## config.mk

```make
export PLATFORM = sky130hd
export DESIGN_NAME = video_timing_gen
export DESIGN_NICKNAME = d
export VERILOG_FILES = /design/src/rtl/video_timing_gen.sv
export SDC_FILE = /design/constraint.sdc
export NUM_CORES = 1
export LEC_CHECK = 0
export CORE_UTILIZATION = 25
export CTS_CLUSTER_DIAMETER = 30
export CTS_CLUSTER_SIZE = 28
export DETAILED_ROUTE_END_ITERATION = 12
export GPL_TIMING_DRIVEN = 0
export HOLD_SLACK_MARGIN = 0.03
export PLACE_DENSITY = 0.42
export SLEW_MARGIN = 20
export SYNTH_ARGS = -nofsm -noshare
export SYNTH_HDL_FRONTEND = slang
export SYNTH_SLANG_ARGS = --single-unit
export TNS_END_PERCENT = 50
```

## constraint.sdc

```tcl
create_clock -name clk -period 3.42 [get_ports clk]
set_clock_uncertainty 0.1 [all_clocks]
set_input_delay 0.342 -clock clk [delete_from_list [all_inputs] [get_ports clk]]
set_output_delay 0.342 -clock clk [all_outputs]
set_load 0.01 [all_outputs]
```

## src/rtl/video_timing_gen.sv

```systemverilog
// video_timing_gen: raster counters with registered, mutually
// aligned coordinate, valid, sync and marker outputs.
module video_timing_gen #(
  parameter int H_ACTIVE  = 1280,
  parameter int H_FP      = 48,
  parameter int H_SYNC    = 112,
  parameter int H_BP      = 248,
  parameter int V_ACTIVE  = 1024,
  parameter int V_FP      = 1,
  parameter int V_SYNC    = 3,
  parameter int V_BP      = 38,
  parameter bit HSYNC_POL = 1'b1,
  parameter bit VSYNC_POL = 1'b1
) (
  input  logic        clk,
  input  logic        reset,
  input  logic        en,
  output logic [10:0] x,
  output logic [9:0]  y,
  output logic        valid,
  output logic        hsync,
  output logic        vsync,
  output logic        line_start,
  output logic        frame_start,
  output logic        pix_en,
  output logic [7:0]  frame_count
);

  localparam int H_TOTAL = H_ACTIVE + H_FP + H_SYNC + H_BP;
  localparam int V_TOTAL = V_ACTIVE + V_FP + V_SYNC + V_BP;

  localparam logic [10:0] H_LAST = 11'(H_TOTAL - 1);
  localparam logic [10:0] V_LAST = 11'(V_TOTAL - 1);
  localparam logic [10:0] H_ACT  = 11'(H_ACTIVE);
  localparam logic [10:0] V_ACT  = 11'(V_ACTIVE);
  localparam logic [10:0] HS_BEG = 11'(H_ACTIVE + H_FP);
  localparam logic [10:0] HS_END = 11'(H_ACTIVE + H_FP + H_SYNC);
  localparam logic [10:0] VS_BEG = 11'(V_ACTIVE + V_FP);
  localparam logic [10:0] VS_END = 11'(V_ACTIVE + V_FP + V_SYNC);

  logic [10:0] hcount_q, hcount_d;
  logic [10:0] vcount_q, vcount_d;
  logic [7:0]  fcnt_q, fcnt_d;
  logic [10:0] x_q, x_d;
  logic [9:0]  y_q, y_d;
  logic        valid_q, valid_d;
  logic        hsync_q, hsync_d;
  logic        vsync_q, vsync_d;
  logic        ls_q, ls_d;
  logic        fs_q, fs_d;
  logic        pix_en_q;
  logic        h_wrap;
  logic        v_wrap;
  logic        act;
  logic        in_hs;
  logic        in_vs;

  // Next raster position; frame counter bumps on full-frame wrap
  always_comb begin
    h_wrap   = (hcount_q == H_LAST);
    v_wrap   = (vcount_q == V_LAST);
    hcount_d = h_wrap ? 11'd0 : hcount_q + 11'd1;
    vcount_d = vcount_q;
    fcnt_d   = fcnt_q;
    if (h_wrap) begin
      vcount_d = v_wrap ? 11'd0 : vcount_q + 11'd1;
      if (v_wrap) begin
        fcnt_d = fcnt_q + 8'd1;
      end
    end
  end

  // Decode of the current (pre-increment) position
  always_comb begin
    act     = (hcount_q < H_ACT) && (vcount_q < V_ACT);
    in_hs   = (hcount_q >= HS_BEG) && (hcount_q < HS_END);
    in_vs   = (vcount_q >= VS_BEG) && (vcount_q < VS_END);
    valid_d = act;
    x_d     = act ? hcount_q : 11'd0;
    y_d     = act ? vcount_q[9:0] : 10'd0;
    hsync_d = in_hs ? HSYNC_POL : ~HSYNC_POL;
    vsync_d = in_vs ? VSYNC_POL : ~VSYNC_POL;
    ls_d    = (hcount_q == 11'd0);
    fs_d    = (hcount_q == 11'd0) && (vcount_q == 11'd0);
  end

  // State and output registers; everything but pix_en holds on en=0
  always_ff @(posedge clk or negedge reset) begin
    if (!reset) begin
      hcount_q <= '0;
      vcount_q <= '0;
      fcnt_q   <= '0;
      x_q      <= '0;
      y_q      <= '0;
      valid_q  <= 1'b0;
      hsync_q  <= ~HSYNC_POL;
      vsync_q  <= ~VSYNC_POL;
      ls_q     <= 1'b0;
      fs_q     <= 1'b0;
      pix_en_q <= 1'b0;
    end else begin
      pix_en_q <= en;
      if (en) begin
        hcount_q <= hcount_d;
        vcount_q <= vcount_d;
        fcnt_q   <= fcnt_d;
        x_q      <= x_d;
        y_q      <= y_d;
        valid_q  <= valid_d;
        hsync_q  <= hsync_d;
        vsync_q  <= vsync_d;
        ls_q     <= ls_d;
        fs_q     <= fs_d;
      end
    end
  end

  assign x           = x_q;
  assign y           = y_q;
  assign valid       = valid_q;
  assign hsync       = hsync_q;
  assign vsync       = vsync_q;
  assign line_start  = ls_q;
  assign frame_start = fs_q;
  assign pix_en      = pix_en_q;
  assign frame_count = fcnt_q;

endmodule

```

Word level (Yosys, flattened, before mapping). Cells that the tools add are included.

Register bits: 57. Input bits: 3. Output and inout port bits: 35. Logic and storage cells: 36.

Add/subtract/negate cells: 3. $lt $le $gt $ge: 6. Equality and inequality tests: 2. Multiplexer cells: 6. Reductions and logical operators: 8.

Operators by type and width (number): < comparator 11 bit (second input constant) (4); 2-to-1 mux 11 bit (3); adder 11 x 1 -> 11 bit (second input constant) (2); == test 11 bit (second input constant) (2); greater-or-equal comparator 11 bit (second input constant) (2); logical NOT 11 bit (2); 2-to-1 mux 10 bit (1); adder 8 x 1 -> 8 bit (second input constant) (1); logical AND 1 bit (4); AND reduction 3 bit (1); 2-to-1 mux 1 bit (2); AND reduction 2 bit (1).

Logic depth before layout (Yosys ltp).
Depth in word-level cells: 3. Gate-level depth with buffers: 7. Mapped depth without buffers: 6.

Worst setup path before layout. Ideal clock, no wire load.

Kind: register to register. From: register hcount_q[5]. To: register fcnt_q[1] (netlist: frame_count[1]). Library setup time: 125 ps. Arrival: 2034 ps. Required time: 3195 ps. Setup slack: 1162 ps. Stages on the path, launching flop included: 7. Buffers on the path: 2. Clock period less this slack: 2258 ps. Cell sequence: dfrtp_1 buf_6 or4_4 or4_1 buf_4 nor2_1 mux2_2.

Cells in the longest elaborated chain, start to end: 2.

Ends and longest elaborated chain: start: declaration (RTL line 41) `logic [10:0] hcount_q, hcount_d;`; start signal: assignment (RTL line 104) `hcount_q <= hcount_d;`; == test 11 bit (RTL line 60) `h_wrap = (hcount_q == H_LAST);`; AND reduction 3 bit (no line); end signal: assignment (RTL line 106) `fcnt_q <= fcnt_d;`; end: declaration (RTL line 43) `logic [7:0] fcnt_q, fcnt_d;`.

Every way passes these cells. A chain may end at the register's enable or synchronous reset.

Worst setup path in the final report.
From: input port en. To: register vcount_q[1].

Cells in the longest elaborated chain, start to end: 1.

Ends and longest elaborated chain: start: declaration (RTL line 17) `input logic en,`; AND reduction 2 bit (no line); end signal: assignment (RTL line 105) `vcount_q <= vcount_d;`; end: declaration (RTL line 42) `logic [10:0] vcount_q, vcount_d;`.

Every way passes these cells.

==> impl_metrics.tcl <==
set metrics [dict create \
    final_cell_mix "dfrtp_1 (57), clkdlybuf4s50_1 (36), a22o_1 (22)" \
    internal_power_mw 1.10 \
    grt_max_degree 41 \
    root_buffer "clkbuf_8" \
    fp-row-count 36 \
    path_cells "clkdlybuf4s50_1 > clkinv_1 > nor4_2 > clkbuf_1 > nand3_1 > o21ai_0" \
    synth-seq-cells 57 \
    power.density_nw_per_um2 460 \
    fp.coreArea_um2 9860 \
    drv_slew 0 \
    dp_hpwl_mm 4.14 \
    crit_arrival_ns 2.65 \
    crit_fanout 10 \
    ir_drop_v 0.000168 \
    portBuffers 37 \
    finalSetupViolCount 0 \
    final_net_count 284 \
    hold_path.class "input pin to async pin" \
    p_sw_share_pct 27.6 \
    status "completed" \
    layout-drive-gt1-share_pct 9.29 \
    cts_sinks 57 \
    synth_cells 225 \
    clock_path_buffers 2 \
    cp_slowest_cell "nor4_2" \
    placed_cells 396 \
    p_leak_nw 1.46 \
    grt_pass1_vias 1906 \
    grtUsageTotal_pct 12.6 \
    grt_pass1_wl_mm 9.87 \
    grt-ovfl-total 0 \
    required_ns 3.57 \
    syn_nets 234 \
    die_h_um 103 \
    diodes 0 \
    rsz0062_at_grt "false" \
    instances_no_fill 413 \
    end_kind "flop" \
    route.detailed.wl_per_inst_um 14.2 \
    area_delta_synth_final_pct 29.3 \
    vias 1875 \
    viasPerCell 4.54 \
    netlist_area_um2 2560 \
    seq_power_share_pct 49.7 \
    yosys_warnings 0 \
    drt_wl_total_mm 5.88 \
    cts_resized 0 \
    synth_edf_count 0 \
    critPathLaunchType "input pin" \
    initial_utilization_pct 25.9 \
    ant_nets 0 \
    first_pass_iters 4 \
    synth.distinct_cells 41 \
    combPwrFrac_pct 9.9 \
    crit_type "input pin to flop" \
    cts_buffers 9 \
    clk_transition_reported_paths_ns 0.07 \
    drt_iter0_markers 85 \
    slowest_delay_ns 0.70 \
    clk_latency_ns 0.34 \
    die_w_um 103 \
    r2r_slack_ns 1.01 \
    nFillCells 1008 \
    ios 38 \
    final.period_utilization_pct 73.1 \
    drv_cap 0 \
    h-tree-depth 3 \
    drc_errors 0 \
    async_reset_ff_share_pct 100 \
    power.net_switching_mw 0.420 \
    max_slew_margin_pct 56.3 \
    tritoncts "done" \
    placed_area_um2 3110 \
    fin_area_um2 3310 \
    antenna_found_initial 0 \
    synth_area_per_cell_um2 11.4 \
    worstMarginPinSlew_ns 0.650 \
    final_common_cell "dfrtp_1" \
    gp_congestion 0.712 \
    synth_flop_cell "dfrtp_1" \
    seq_area_frac_synth_pct 55.7 \
    clock_power_share_pct 40.4 \
    layout_min_cycle_time_ns 2.50 \
    fmax_mhz 400 \
    hold_viol_final 0 \
    die-area_um2 10600 \
]
-- final cells by class --
class                           instances  area (um2)  area share, %
Inverter                               13        48.8           1.47
Buffer                                 11        52.6           1.59
Tap cell                              133         166           5.03
Timing Repair Buffer                   39         398           12.0
Clock buffer                           10         128           3.86
Clock inverter                          6        58.8           1.78
Multi-Input combinational cell        144        1030           31.2
Sequential cell                        57        1430           43.1
-- power groups by stage --
| stage | combinational (mW) | clock [mW] | sequential [mW] |
|---|---|---|---|
| 3_3_place_gp | 0.148 | 0 | 0.772 |
| 6_report | 0.150 | 0.616 | 0.757 |
| 4_1_cts | 0.154 | 0.634 | 0.758 |
| 5_1_grt | 0.175 | 0.663 | 0.766 |
| 2_1_floorplan | 0.0996 | 0 | 0.755 |
| 3_5_place_dp | 0.152 | 0 | 0.770 |
-- what timing repair did --
item,4_1_cts,5_1_grt
buffers inserted,0,0
hold buffers,1,0
hold endpoints to repair,17,0
-- flip-flops by register name, indices dropped and copies added (netlist names) --
name	cells
valid	1
vcount_q	11
frame_count	8
y	10
frame_start	1
x	11
hcount_q	11
vsync	1
line_start	1
pix_en	1
hsync	1
-- through the flow --
stage                     util (%)  total power [mW]  setup TNS, ns  worst slack (ns)  hold WS (ns)
final                         33.5              1.52              0             0.921         0.321
after global routing          33.5              1.60              0             0.689         0.348
after CTS                     33.5              1.55              0             0.872         0.316
after detailed placement      31.6             0.922              0             0.513         0.144
after global placement        31.4             0.920          -5.17           -0.0952         0.363
after floorplan                  -             0.855              0              1.16       -0.0536
-- per-layer routing --
layer	GRT usage, %	part of all wire, %	wire, um	vias to the layer above
met5	0	0	0	-
met4	7.15	2.2	127	0
met3	2.58	3.0	174	10
met2	18.3	42	2500	36
met1	17.3	52	3080	908
li1	-	-	-	921
-- path summary, 6_finish.rpt --
check,cells past startpoint,start,to
min in group clk,1,frame_count[7],frame_count[7]
worst max register to register,5,hcount_q[6],vcount_q[1]
worst min register to register,1,frame_count[7],frame_count[7]
worst max-delay path,6,en,vcount_q[1]
max in group asynchronous,3,reset,x[10]
worst min-delay path,2,reset,hcount_q[6]
-- cells by family after synthesis --
group           synth area share, %
simple gates                   16.4
flops                          55.7
compound gates                 13.3
buf+inv                        3.96
xor+xnor                       6.85
fa+ha+maj                      2.93
mux                           0.831
-- worst max-delay path: cells and delay by family --
kind | cells | cell delay, ns
and+or+nand+nor | 2 | 0.82
AOI/OAI and AO/OA | 1 | 0.09
buffers and inverters | 3 | 1.39
-- synth_stat cells, drive strengths merged, types with 2 or more instances --
master | number | area (um2)
a22o | 22 | 193
nor3 | 7 | 35.0
and3 | 3 | 18.8
and4 | 3 | 26.3
nand2 | 10 | 37.5
nor4 | 4 | 52.6
o21ai | 9 | 45.0
nor2 | 13 | 48.8
ha | 6 | 75.1
xor2 | 11 | 96.3
nand4 | 8 | 50.1
o31ai | 2 | 15.0
inv | 12 | 45.0
a31oi | 2 | 18.8
nand3 | 13 | 65.1
or4 | 6 | 52.6
clkbuf | 9 | 33.8
a21oi | 2 | 10.0
dfrtp | 57 | 1430
xnor2 | 9 | 78.8
buf | 2 | 18.8
Power figures use the tool's default switching activity.
